===== src/rtl/cpu_bus_arb.sv =====
// cpu_bus_arb: shares one 8-bit memory bus between the CPU and a sprite-DMA engine.
// A DMA request halts the CPU on its next read cycle. Writes are never halted. The
// arbiter spends one halt cycle, plus one align cycle when needed, so that the first
// DMA cycle always falls on even parity. It then hands the bus to the DMA engine
// until the request drops.
//
// Ports:
//   i_clk, i_rstn          clock, asynchronous active-low reset
//   i_cpu_addr/wn/wdata    CPU bus cycle (wn active low)
//   o_cpu_rdy, o_cpu_rdata CPU ready (0 = halted), read data
//   i_spr_req, o_spr_gnt   DMA request, per-cycle transfer grant
//   i_spr_addr/wn/wdata    DMA bus cycle
//   o_spr_rdata            read data to DMA
//   o_bus_addr/wn/wdata    shared bus outputs
//   i_bus_rdata            shared bus read data (same cycle)
//   o_stall_cnt            CPU cycles halted in the last/current DMA
module cpu_bus_arb #(
  parameter int unsigned STALL_W = 10
) (
  input  logic               i_clk,
  input  logic               i_rstn,
  input  logic [15:0]        i_cpu_addr,
  input  logic               i_cpu_wn,
  input  logic [7:0]         i_cpu_wdata,
  output logic               o_cpu_rdy,
  output logic [7:0]         o_cpu_rdata,
  input  logic               i_spr_req,
  output logic               o_spr_gnt,
  input  logic [15:0]        i_spr_addr,
  input  logic               i_spr_wn,
  input  logic [7:0]         i_spr_wdata,
  output logic [7:0]         o_spr_rdata,
  output logic [15:0]        o_bus_addr,
  output logic               o_bus_wn,
  output logic [7:0]         o_bus_wdata,
  input  logic [7:0]         i_bus_rdata,
  output logic [STALL_W-1:0] o_stall_cnt
);

  typedef enum logic [1:0] {
    ArbCpu   = 2'd0,
    ArbHalt  = 2'd1,
    ArbAlign = 2'd2,
    ArbDma   = 2'd3
  } arb_state_e;

  arb_state_e         state_q, state_d;
  logic               r_odd;
  logic [STALL_W-1:0] stall_q, stall_d;

  always_ff @(posedge i_clk or negedge i_rstn) begin
    if (!i_rstn) begin
      state_q <= ArbCpu;
      r_odd   <= 1'b0;
      stall_q <= '0;
    end else begin
      state_q <= state_d;
      r_odd   <= ~r_odd;
      stall_q <= stall_d;
    end
  end

  always_comb begin
    state_d = ArbCpu;
    case (state_q)
      // Only a read cycle can be halted; a write in flight must complete.
      ArbCpu:   state_d = (i_spr_req && i_cpu_wn) ? ArbHalt : ArbCpu;
      // Odd parity now means the next cycle is even, so DMA may start straight away.
      ArbHalt:  state_d = !i_spr_req ? ArbCpu : (r_odd ? ArbDma : ArbAlign);
      ArbAlign: state_d = i_spr_req ? ArbDma : ArbCpu;
      ArbDma:   state_d = i_spr_req ? ArbDma : ArbCpu;
      default:  state_d = ArbCpu;
    endcase
  end

  // Counts halted cycles while the request is still held. The closing cycle after
  // the request drops is not counted, so a halt + align + N grants reads N + 2.
  always_comb begin
    stall_d = stall_q;
    if (state_q == ArbCpu) begin
      if (state_d == ArbHalt) stall_d = '0;
    end else if (i_spr_req && (stall_q != '1)) begin
      stall_d = stall_q + 1'b1;
    end
  end

  always_comb begin
    o_cpu_rdy   = (state_q == ArbCpu);
    o_spr_gnt   = (state_q == ArbDma) && i_spr_req;
    o_bus_addr  = i_cpu_addr;
    o_bus_wn    = i_cpu_wn;
    o_bus_wdata = i_cpu_wdata;
    case (state_q)
      ArbDma: begin
        o_bus_addr  = i_spr_addr;
        o_bus_wn    = i_spr_wn;
        o_bus_wdata = i_spr_wdata;
      end
      // A halted CPU keeps presenting its address. Force a dummy read so that a
      // write is not repeated.
      ArbHalt, ArbAlign: begin
        o_bus_wn    = 1'b1;
        o_bus_wdata = 8'h00;
      end
      default: ;
    endcase
  end

  assign o_cpu_rdata = i_bus_rdata;
  assign o_spr_rdata = i_bus_rdata;
  assign o_stall_cnt = stall_q;

endmodule


===== config.mk =====
export PLATFORM = sky130hd
export DESIGN_NAME = cpu_bus_arb
export DESIGN_NICKNAME = d
export VERILOG_FILES = /design/src/rtl/cpu_bus_arb.sv
export SDC_FILE = /design/constraint.sdc
export NUM_CORES = 1
export LEC_CHECK = 0
export CAP_MARGIN = 20
export CORE_ASPECT_RATIO = 1.4
export CORE_MARGIN = 1
export CORE_UTILIZATION = 33
export CTS_BUF_LIST = sky130_fd_sc_hd__clkbuf_8 sky130_fd_sc_hd__clkbuf_16
export DETAILED_ROUTE_END_ITERATION = 8
export PLACE_DENSITY = 0.92
export SYNTH_ARGS = -nofsm -noshare
export SYNTH_HDL_FRONTEND = slang
export SYNTH_SLANG_ARGS = --single-unit

===== constraint.sdc =====
create_clock -name i_clk -period 2.75 [get_ports i_clk]
set_input_delay 0.55 -clock i_clk [delete_from_list [all_inputs] [get_ports i_clk]]
set_output_delay 0.55 -clock i_clk [all_outputs]
set_load 0.02 [all_outputs]

---- Yosys cells after proc, flatten, opt, wreduce, memory -nomap -nowiden ----
Index checks and enable logic that the tools add are counted.
word-level totals
  logic and storage cells ................. 30
  bits in registers ....................... 13
  output and inout bits ................... 53
operators by class
  multiplexer cells ....................... 11
  add/sub/neg operators ................... 1
  eq/ne operators ......................... 6
  bitwise logic cells ..................... 1
  reductions and logical operators ........ 8
operator list
  cell                                                                   count
  10-bit two-way mux                                                     3
  16-bit two-way mux                                                     1
  8-bit one-hot mux with 2 select lines                                  1
  10-bit by 1-bit adder with 10-bit output, second input constant        1
  10-bit != test, second input constant                                  1
  2-bit one-hot mux with 3 select lines                                  1
  2-bit by 1-bit equality test with 1-bit output, second input constant  2
  2-bit equality test, second input constant                             2
  2-bit two-way mux                                                      2
  2-bit OR reduction                                                     2
  1-bit logical AND                                                      3
  2-bit zero test                                                        1
  1-bit two-way mux                                                      2
  2-bit by 1-bit != test with 1-bit output, second input constant        1
  1-bit one-hot mux with 2 select lines                                  1
  2-bit AND reduction                                                    1
  2-bit nonzero test                                                     1
  1-bit inverter                                                         1

---- Longest topological paths before layout ----
Gate-level depths: netlist (run 1).
  depth after elaboration ................. 6
  depth in mapped cells ................... 6
  gate-level depth less buffers ........... 6

---- Least setup slack after synthesis (run 1) ----
Ideal clock, no wire load.
  path kind ............................... reg2out
  start ................................... register state_q[0]
  end ..................................... output port o_bus_wn
  setup slack ............................. 0.674 ns
  arrival time ............................ 1.526 ns
  cell stages (with the launch flop) ...... 6
  path buffers ............................ 2
  required time ........................... 2.200 ns
  cells stage by stage .................... dfrtp_1 -> ha_1 -> buf_2 -> clkbuf_1 -> a21oi_1 -> o21ai_0
between the ends
  longest elaborated chain between the ends .. 3
  elaborated cells between the ends (all ways) .. 5
  classes of those cells .................. eq/ne: 3; mux: 1; reduce/logical: 1
ends and longest elaborated chain
  item                                                                                   RTL line  source
  from (decl)                                                                            47        arb_state_e state_q, state_d;
  from (signal assigned)                                                                 53        state_q <= ArbCpu;
  from (signal assigned)                                                                 57        state_q <= state_d;
  2-bit equality test or 2-bit by 1-bit equality test with 1-bit output (tied branches)  93        case (state_q)
  2-bit OR reduction                                                                     93
  1-bit one-hot mux with 2 select lines (*)                                              93
  to (decl)                                                                              34        output logic o_bus_wn,
Mark *: on every way between the ends. The rest lies on a longest branch, timed or not.

---- Worst setup path after layout (run 1) ----
  start ................................... register state_q[0]
  end ..................................... output port o_bus_wdata[0]
between the ends
  longest elaborated chain between the ends .. 3
  elaborated cells between the ends (all ways) .. 5
  classes of those cells .................. eq/ne: 3; mux: 1; reduce/logical: 1
ends and longest elaborated chain
  item                                                                                   RTL line  source
  2-bit equality test or 2-bit by 1-bit equality test with 1-bit output (tied branches)  93
  2-bit OR reduction                                                                     93
  8-bit one-hot mux with 2 select lines (*)                                              93
  to (decl)                                                                              35        output logic [7:0] o_bus_wdata,
Marked as above.

==> results of run 1 <==
## stage by stage
step | power [mW] | instances | worst slack (ns)
after floorplan | 0.564 | 139 | 0.674
after global placement | 0.782 | 250 | 0.336
after detailed placement | 0.799 | 250 | 0.294
after CTS | 0.973 | 254 | 0.168
after global routing | 1.02 | 254 | 0.0972
final | 0.968 | 254 | 0.196
## registers in the layout, summed over array words and instances, names as in the netlist
| signal | count |
|---|---|
| o_stall_cnt | 10 |
| r_odd | 1 |
| state_q | 2 |
## layout make-up
class / instances / area, µm²
Clock inverter: 1 / 5.00
Multi-Input combinational cell: 100 / 733
Fill cell: 292 / 1370
Timing Repair Buffer: 93 / 933
Inverter: 4 / 15.0
Tap cell: 40 / 50.0
Sequential cell: 13 / 325
Clock buffer: 3 / 41.3
## worst max-delay path: stages (launching register included)
cell,delay [ns]
dfrtp_1,0.39
inv_1,0.10
ha_1,0.21
buf_4,0.18
o21ai_0,0.23
clkdlybuf4s50_1,0.65
## worst max path at each step
stage                   startpoint              to  slack, ns  cells after the start
floorplan               state_q[0]        o_bus_wn       0.67                      5
global placement    i_spr_wdata[0]  o_bus_wdata[0]       0.34                      4
detailed placement  i_spr_wdata[0]  o_bus_wdata[0]       0.29                      4
CTS                     state_q[0]  o_bus_wdata[0]       0.17                      5
global route            state_q[0]  o_bus_wdata[0]        0.1                      5
finish                  state_q[0]  o_bus_wdata[0]       0.20                      5
## where the power goes
| part | switching (mW) | internal [mW] | total (mW) |
|---|---|---|---|
| clock | 0.0757 | 0.100 | 0.176 |
| combinational | 0.211 | 0.270 | 0.481 |
| sequential | 0.0747 | 0.236 | 0.311 |
## synth_stat cells, types with 4 or more instances
cell type / number
ha_1: 6
nand3_1: 5
mux2_2: 17
inv_1: 4
nand2_1: 25
dfrtp_1: 13
o21ai_0: 12
mux2i_1: 4
buf_4: 17
## metal layers
layer | share of wire [%] | up-vias | wire length (µm) | global-route usage (%)
li1 | - | 619 | - | -
met1 | 38 | 548 | 1290 | 19.7
met2 | 52 | 63 | 1760 | 32.8
met3 | 7.4 | 8 | 250 | 2.66
met4 | 2.7 | 0 | 90 | 9.06
met5 | 0 | - | 0 | 0
## kinds of logic (layout without fill, tap and decap cells)
family,Yosys count,count (layout),share of synthesized area [%]
flip-flops,13,13,26.6
AND/OR/NAND/NOR,49,49,20.8
adder cells (fa/ha/maj),6,6,6.14
multiplexers,21,21,18.9
buffers and inverters,26,101,13.4
AO/OA/AOI/OAI,24,24,14.1
==> flow_metrics.tcl, run 1 <==
set metrics [dict create \
    synth_edf_count 0 \
    final_area_um2 2100 \
    final.setup.tns_ns 0 \
    finalWeightedCongestion 0.779 \
    core-area_um2 3470 \
    rsz0062_at_grt "false" \
    cts_made_buffers 3 \
    final_hold_viol_count 0 \
    synth-seq-cells 13 \
    min_from "r_odd" \
    vias 1238 \
    n_antenna_cell 0 \
    ctsResizeCount 0 \
    synth_nets 206 \
    wirelength_um 3390 \
    clock_latency_ns 0.25 \
    cts_hold_buf 0 \
    post-route-min-period_ns 2.55 \
    synth_top_area_share_pct 26.6 \
    drive_above_1_share_pct 15.4 \
    dp_hpwl_um 2730 \
    die_w_um 53.4 \
    r2r-end "o_stall_cnt[3]" \
    final_max_slew_viol_count 0 \
    ys_types 35 \
    grt_max_degree 29 \
    grt.total_usage_pct 18.1 \
    reg2reg_slack_ns 0.87 \
    cts.clk_slew.worst_paths_ns 0.06 \
    status "completed" \
    initial_core_util_pct 35.2 \
    layout_common_cells "89 x clkdlybuf4s50_1, 25 x nand2_1, 17 x mux2_2" \
    synth_warnings 0 \
    end_kind "output pin" \
    crit_fanout 16 \
    synthTopCellsByArea "dfrtp_1 27%, mux2_2 16%, buf_4 10%" \
    cts_tree "done" \
    clock_path_buffers 2 \
    cts.sinks 13 \
    whs_endpoint "r_odd" \
    async_flop_share_pct 100 \
    layout_commonest_cell "clkdlybuf4s50_1" \
    first_iter_violations 14 \
    cp.arrival_ns 2.00 \
    viasPerCell 4.87 \
    port_buffers 89 \
    io_pins 114 \
    hold_ws_ns 0.416 \
    final_util_pct 60.6 \
    routedWlPerCell_um 13.4 \
    syn_area_per_cell_um2 8.79 \
    leakage_nw 0.881 \
    antenna_found_initial 0 \
    placementRows 25 \
    mappedNetlistArea_um2 1220 \
    setup_viol 0 \
    ys.flop_type "dfrtp_1" \
    drc_errors 0 \
    firstDrtPassIters 4 \
    power_density_nw_per_um2 460 \
    ctsRootBufferMaster "clkbuf_8" \
    tightest_slew_ns 0.584 \
    post-cts-setup-buffers 0 \
    postRouteAntennaNets 0 \
    htree_levels 1 \
    placed_cell_area_um2 2060 \
    whs_path_depth 1 \
    dieArea_um2 3960 \
    area_growth_pct 72.1 \
    first_global_vias 1245 \
    worst-r2r-cell-count 7 \
    maxSlewHeadroom_pct 61.0 \
    finalClockSkew_ns 0.00269 \
    start_kind "register" \
    fp.dieH_um 74.0 \
    yosysSeqAreaShare_pct 26.6 \
    yosysTopAreaCell "dfrtp_1" \
    finalCritPeriodShare_pct 92.9 \
    fmax_mhz 392 \
    drv_cap 0 \
    syn_inst 139 \
    grt_pass1_wl_um 5310 \
    min-delay-path-class "reg -> reg" \
    r2r-start "state_q[0]" \
    overflow 0 \
    max-vdd-ir-drop_mv 0.271 \
    finalNetCount 282 \
    cp.required_ns 2.20 \
    setup.worst_path.class "reg -> out" \
]
(Power assumes the default switching activity.)
==> inputs of run 2 (changes only) <==
- CTS_CLUSTER_SIZE: default -> 40
==> results of run 2 <==
Same layout as run 1: the final DEF is identical, and so are final timing and power.
